File: config.mk
export PLATFORM = sky130hd
export DESIGN_NAME = pipe_hazard_seq_flat
export DESIGN_NICKNAME = d
export VERILOG_FILES = /design/src/rtl/pipe_hazard_seq_if.sv /design/src/rtl/pipe_hazard_seq.sv /design/src/flat_wrapper.sv
export SDC_FILE = /design/constraint.sdc
export NUM_CORES = 1
export LEC_CHECK = 0
export CORE_MARGIN = 2
export CORE_UTILIZATION = 45
export CTS_CLUSTER_DIAMETER = 100
export CTS_CLUSTER_SIZE = 40
export DETAILED_ROUTE_END_ITERATION = 8
export GPL_TIMING_DRIVEN = 0
export PLACE_DENSITY = 0.88
export SYNTH_ARGS = -nofsm -noshare
export SYNTH_HDL_FRONTEND = slang
export SYNTH_SLANG_ARGS = --single-unit
export TNS_END_PERCENT = 10
File: constraint.sdc
create_clock -name clk -period 3.8 [get_ports clk]
set_input_delay 0.57 -clock clk [delete_from_list [all_inputs] [get_ports clk]]
set_output_delay 0.57 -clock clk [all_outputs]
set_load 0.01 [all_outputs]
File: src/rtl/pipe_hazard_seq_if.sv
// Signal bundle between the ID/EX pipeline stages and the sequencing controller.
// Every signal is a level that is sampled every cycle. There is no valid/ready pairing.
interface pipe_hazard_seq_if #(
  parameter int CNT_W = 16
);
  logic [5:0]       id_opcode;
  logic [5:0]       id_func;
  logic [4:0]       id_rs;
  logic [4:0]       id_rt;
  logic [1:0]       ex_mem2reg_sel;
  logic             ex_reg_write;
  logic [4:0]       ex_dst;
  logic             ex_branch_taken;

  logic             pc_en;
  logic [1:0]       pc_sel;
  logic             ifid_en;
  logic             ifid_flush;
  logic             idex_flush;
  logic             halted;
  logic [CNT_W-1:0] stall_cnt;
  logic [CNT_W-1:0] flush_cnt;
  logic [1:0]       dbg_state;

  modport master (
    output id_opcode, id_func, id_rs, id_rt,
    output ex_mem2reg_sel, ex_reg_write, ex_dst, ex_branch_taken,
    input  pc_en, pc_sel, ifid_en, ifid_flush, idex_flush, halted,
    input  stall_cnt, flush_cnt, dbg_state
  );

  modport slave (
    input  id_opcode, id_func, id_rs, id_rt,
    input  ex_mem2reg_sel, ex_reg_write, ex_dst, ex_branch_taken,
    output pc_en, pc_sel, ifid_en, ifid_flush, idex_flush, halted,
    output stall_cnt, flush_cnt, dbg_state
  );
endinterface

File: src/rtl/pipe_hazard_seq.sv
// Pipeline sequencing controller: load-use stalls, branch/jump redirects,
// and the STOP drain/halt sequence, with saturating stall and flush counters.
module pipe_hazard_seq #(
  parameter int DRAIN_CYCLES = 3,
  parameter int CNT_W        = 16
) (
  input logic              clk,
  input logic              rst,
  pipe_hazard_seq_if.slave bus
);

  typedef enum logic [1:0] {
    ST_RUN   = 2'd0,
    ST_DRAIN = 2'd1,
    ST_HALT  = 2'd2
  } state_t;

  state_t           state;
  logic [3:0]       drain_cnt;
  logic             boot;
  logic [CNT_W-1:0] stall_q;
  logic [CNT_W-1:0] flush_q;

  logic uses_rs, uses_rt, is_j, is_jr, is_stop, load_use;
  logic forced, stall_inc, flush_inc, stop_accept;

  always_comb begin
    uses_rs = 1'b0;
    uses_rt = 1'b0;
    if (bus.id_opcode == 6'd0) begin
      uses_rs = !(bus.id_func inside {6'd0, 6'd2, 6'd3});
      uses_rt = (bus.id_func != 6'd8);
    end else begin
      uses_rs = bus.id_opcode inside {6'd4, 6'd5, 6'd8, 6'd9, 6'd12, 6'd13, 6'd14, 6'd35, 6'd43};
      uses_rt = bus.id_opcode inside {6'd4, 6'd5, 6'd43};
    end
    is_j    = (bus.id_opcode == 6'd2) || (bus.id_opcode == 6'd3);
    is_jr   = (bus.id_opcode == 6'd0) && (bus.id_func == 6'd8);
    is_stop = (bus.id_opcode == 6'd63);
    load_use = (bus.ex_mem2reg_sel == 2'd1) && bus.ex_reg_write && (bus.ex_dst != 5'd0) &&
               ((uses_rs && (bus.ex_dst == bus.id_rs)) || (uses_rt && (bus.ex_dst == bus.id_rt)));
  end

  // The cycle after reset release is forced too, so the pipe registers settle to bubbles.
  assign forced = rst || boot;

  always_comb begin
    bus.pc_en      = 1'b1;
    bus.ifid_en    = 1'b1;
    bus.pc_sel     = 2'd0;
    bus.ifid_flush = 1'b0;
    bus.idex_flush = 1'b0;
    bus.halted     = 1'b0;
    stall_inc      = 1'b0;
    flush_inc      = 1'b0;
    stop_accept    = 1'b0;
    if (forced) begin
      bus.pc_en      = 1'b0;
      bus.ifid_en    = 1'b0;
      bus.ifid_flush = 1'b1;
      bus.idex_flush = 1'b1;
    end else begin
      case (state)
        ST_RUN: begin
          if (bus.ex_branch_taken) begin
            bus.pc_sel     = 2'd1;
            bus.ifid_flush = 1'b1;
            bus.idex_flush = 1'b1;
            flush_inc      = 1'b1;
          end else if (load_use) begin
            bus.pc_en      = 1'b0;
            bus.ifid_en    = 1'b0;
            bus.idex_flush = 1'b1;
            stall_inc      = 1'b1;
          end else if (is_j || is_jr) begin
            bus.pc_sel     = is_jr ? 2'd3 : 2'd2;
            bus.ifid_flush = 1'b1;
            flush_inc      = 1'b1;
          end else if (is_stop) begin
            bus.pc_en      = 1'b0;
            bus.ifid_en    = 1'b0;
            bus.idex_flush = 1'b1;
            stop_accept    = 1'b1;
          end
        end
        default: begin
          bus.pc_en      = 1'b0;
          bus.ifid_en    = 1'b0;
          bus.idex_flush = 1'b1;
          bus.halted     = (state == ST_HALT);
        end
      endcase
    end
  end

  always_ff @(posedge clk) begin
    if (rst) begin
      state     <= ST_RUN;
      drain_cnt <= 4'd0;
      boot      <= 1'b1;
      stall_q   <= '0;
      flush_q   <= '0;
    end else begin
      boot <= 1'b0;
      if (stall_inc && (stall_q != '1)) stall_q <= stall_q + 1'b1;
      if (flush_inc && (flush_q != '1)) flush_q <= flush_q + 1'b1;
      case (state)
        ST_RUN: begin
          if (stop_accept) begin
            state     <= ST_DRAIN;
            drain_cnt <= 4'(DRAIN_CYCLES);
          end
        end
        ST_DRAIN: begin
          drain_cnt <= drain_cnt - 4'd1;
          if (drain_cnt == 4'd1) state <= ST_HALT;
        end
        ST_HALT: state <= ST_HALT;
        default: state <= ST_HALT;
      endcase
    end
  end

  assign bus.stall_cnt = stall_q;
  assign bus.flush_cnt = flush_q;
  assign bus.dbg_state = state;

endmodule
File: src/flat_wrapper.sv
// flat-port wrapper written by rule: the top's interface ports become plain ports
module pipe_hazard_seq_flat 
#(
  parameter int DRAIN_CYCLES = 3,
  parameter int CNT_W        = 16
)
  (clk, rst, bus_id_opcode, bus_id_func, bus_id_rs, bus_id_rt, bus_ex_mem2reg_sel, bus_ex_reg_write, bus_ex_dst, bus_ex_branch_taken, bus_pc_en, bus_pc_sel, bus_ifid_en, bus_ifid_flush, bus_idex_flush, bus_halted, bus_stall_cnt, bus_flush_cnt, bus_dbg_state);
  pipe_hazard_seq_if #(.CNT_W(CNT_W)) bus_i ();
  input logic clk;
  input logic rst;
  input wire logic [$bits(bus_i.id_opcode)-1:0] bus_id_opcode;
  input wire logic [$bits(bus_i.id_func)-1:0] bus_id_func;
  input wire logic [$bits(bus_i.id_rs)-1:0] bus_id_rs;
  input wire logic [$bits(bus_i.id_rt)-1:0] bus_id_rt;
  input wire logic [$bits(bus_i.ex_mem2reg_sel)-1:0] bus_ex_mem2reg_sel;
  input wire logic [$bits(bus_i.ex_reg_write)-1:0] bus_ex_reg_write;
  input wire logic [$bits(bus_i.ex_dst)-1:0] bus_ex_dst;
  input wire logic [$bits(bus_i.ex_branch_taken)-1:0] bus_ex_branch_taken;
  output wire logic [$bits(bus_i.pc_en)-1:0] bus_pc_en;
  output wire logic [$bits(bus_i.pc_sel)-1:0] bus_pc_sel;
  output wire logic [$bits(bus_i.ifid_en)-1:0] bus_ifid_en;
  output wire logic [$bits(bus_i.ifid_flush)-1:0] bus_ifid_flush;
  output wire logic [$bits(bus_i.idex_flush)-1:0] bus_idex_flush;
  output wire logic [$bits(bus_i.halted)-1:0] bus_halted;
  output wire logic [$bits(bus_i.stall_cnt)-1:0] bus_stall_cnt;
  output wire logic [$bits(bus_i.flush_cnt)-1:0] bus_flush_cnt;
  output wire logic [$bits(bus_i.dbg_state)-1:0] bus_dbg_state;
  assign bus_i.id_opcode = bus_id_opcode;
  assign bus_i.id_func = bus_id_func;
  assign bus_i.id_rs = bus_id_rs;
  assign bus_i.id_rt = bus_id_rt;
  assign bus_i.ex_mem2reg_sel = bus_ex_mem2reg_sel;
  assign bus_i.ex_reg_write = bus_ex_reg_write;
  assign bus_i.ex_dst = bus_ex_dst;
  assign bus_i.ex_branch_taken = bus_ex_branch_taken;
  assign bus_pc_en = bus_i.pc_en;
  assign bus_pc_sel = bus_i.pc_sel;
  assign bus_ifid_en = bus_i.ifid_en;
  assign bus_ifid_flush = bus_i.ifid_flush;
  assign bus_idex_flush = bus_i.idex_flush;
  assign bus_halted = bus_i.halted;
  assign bus_stall_cnt = bus_i.stall_cnt;
  assign bus_flush_cnt = bus_i.flush_cnt;
  assign bus_dbg_state = bus_i.dbg_state;
  pipe_hazard_seq #(.DRAIN_CYCLES(DRAIN_CYCLES), .CNT_W(CNT_W)) u_core (.clk(clk), .rst(rst), .bus(bus_i));
endmodule
==> run metrics <==
number of detailed-route iterations in the first pass=4; htree depth=2; initial core utilization=0.4626; Worst setup SP type=input port; post-synthesis adder-cell area fraction=0.02322; final worst path period need=3729 ps; area fraction in compound gates after synthesis=0.1445; pwr/cell area=260.7 mW/mm²; full die area=approximately 0.0054 mm²; #FFs+latches synth=39; vias per cell=5.617; Die H=73.22 µm; share of synthesized registers carrying an async set or reset=0; Synth Instances=268; RD Place Congestion=~0.80; HP Class=flop to flop; vias in the first global route=2110; Final #Nets=387; ys flop type=dfxtp_1; Max Fclk=between 200 and 300 MHz; Syn Nets=305; Worst Path Required=3230 ps; Mapped Area=0.002156 mm²; Final Slew Violations=0; Layout Skew=approximately 4.7 ps; mux cell area share after synthesis=0.01393; Maximum Capacitance Violations=0; CTS Buf Count=5; core area=around 0.0047 mm²; hpwl dp=about 4.3 mm; sinks on the clock net=39; CP Class=input port to output port; total track usage=0.2210; crit path max fanout=6; # setup viols final=0; xor/xnor cell area share of the yosys netlist=0.1056; # IOs=74; Post-Synth Simple-Gate Area=0.3151; initial antenna violation count=0; global routing met1 resource utilization=0.2760; Critical Path End Type=output port; final worst-path cycle share=0.9813; ANT cells=0; Seq/Total Area, Yosys=0.3622; Avg WL per Cell=~14 µm; syn_area_per_cell=8.044 µm²; Synth Warn #=0; Synth cell types=44; Post-synth EDFFs=0; run status=finished clean; Worst-path clk slew=70 ps; share of cells above drive strength 1=0.06268; P&R area growth vs syn=43.70%; GRT overflow=0; Port-buffer cells=73; clock tree from TritonCTS=built; final setup TNS=0 ps; antenna viol nets, final=0; die width=73.22 µm; clock root buffer master=clkbuf_8; crit path DAT=3160 ps; row count=25; DRT iter0 DRCs=165; Clk Latency, worst-skew pair=290 ps; via count=about 2300; drt drc=0; RSZ-0062 raised after global routing=no; Top Usage Layer GRT=met2; final-report hold violation count=0; total power=807.6 µW; Peak VDD IR=203.0 µV; r2r setup slk=1130 ps; Worst Tran Pin Value=552.7 ps; final WL=5.797 mm; largest net degree at the start of global routing=12; main combinational cell family by area after synthesis=simple AND/OR/NAND/NOR gates; first-pass GRT wire length=9.432 mm; Max-slew headroom=0.6287; clk buf depth=2; grt met3 use=0.04834; Leakage Power=1.065 nW; GR Util met2=0.3814
[layout make-up]
| class | count | area, µm² |
|---|---|---|
| multi-input combinational | 210 | 1336 |
| fill | 364 | 1563 |
| tap | 54 | 67.56 |
| sequential | 39 | 780.7 |
| timing repair buffer | 75 | 737.0 |
| inverter | 11 | 41.29 |
| clock buffer | 8 | 100.1 |
| buffer | 8 | 35.03 |
[sequential cells by signal, summed over array words and instances, names as in the netlist]
register and flops:
u_core.bus.flush_cnt 16, u_core.drain_cnt 4, u_core.boot 1, u_core.bus.stall_cnt 16, u_core.bus.dbg_state 2
[synth_stat cells (all sizes together), types with 5 or more instances]
cell type  count  share of area
nor2          34          0.059
xnor2         15          0.061
nand3         12          0.028
o21ai         10          0.025
a21oi         15          0.040
or3           12          0.035
nand4          7          0.020
nor3          18          0.042
inv           11          0.019
dfxtp         39           0.36
nand2         22          0.038
clkbuf         5         0.0087
or4            7          0.024
xor2          11          0.045
[worst paths after layout]
path / startpoint / endpoint / cells after the start
max: bus_id_opcode[3] / bus_pc_en / 11
min: u_core.bus.flush_cnt[9] / u_core.bus.flush_cnt[9] / 1
max reg2reg: u_core.bus.flush_cnt[4] / u_core.bus.flush_cnt[1] / 10
min reg2reg: u_core.bus.flush_cnt[9] / u_core.bus.flush_cnt[9] / 1
[logic make-up after synthesis]
kind of cell | after synthesis
compound gates | 45
xor+xnor | 26
fa+ha+maj | 4
buf+inv | 19
flops | 39
mux | 3
simple gates | 132
[per-layer routing]
| metal | share of wire | vias to the layer above | wire (µm) |
|---|---|---|---|
| li1 | - | 1142 | - |
| met4 | 0.015 | 0 | 89 |
| met5 | 0 | - | 0 |
| met1 | 0.44 | 1074 | 2571 |
| met3 | 0.038 | 13 | 222 |
| met2 | 0.50 | 46 | 2913 |
[through the flow]
step	util	instances	worst slack [ps]	hold WS, ps	cell area (µm²)
after floorplan	-	268	622.8	495.4	2156
after global placement	0.6338	395	-489.0	484.9	2954
after detailed placement	0.6338	395	-529.3	508.6	2954
after CTS	0.6626	405	17.89	520.4	3088
after global routing	0.6647	405	2.625	551.4	3098
final	0.6647	405	71.14	516.0	3098
[cells in the final DEF, fill, tap and decap left out, drive strengths merged, types with 5 or more instances in the layout]
cell type and n:
o21ai 10, or4 7, nand3 12, clkbuf 13, nand4 7, dfxtp 39
clkdlybuf4s50 63, nor3 18, xor2 11, xnor2 15, buf 5, dlygate4sd2 8
a21oi 15, nand2 22, nor2 34, inv 11, or3 12
[what timing repair did]
item                                    CTS  global route
gates cloned                              0             0
hold buffers                              0             0
pin swaps                                 3             2
hold endpoints to repair                  0             0
setup buffers                             2             0
endpoints found under the setup margin    6             3
gates resized for setup                  16             3
[where the power goes]
group	switching, mW	leakage [nW]	internal, mW
clock network	0.141	0.0515	0.166
logic	0.0422	0.699	0.0469
registers	0.00200	0.314	0.410
[critical path, cell delays in order]
cell and delay (ps):
dlygate4sd2_1 280, or4_4 530, or3_4 370, nor4b_4 320
o32ai_4 140, and2_4 170, a31oi_2 170, nor2_1 60
nor2_1 160, buf_4 130, dlygate4sd2_1 250
Power figures use the tool's default switching activity.
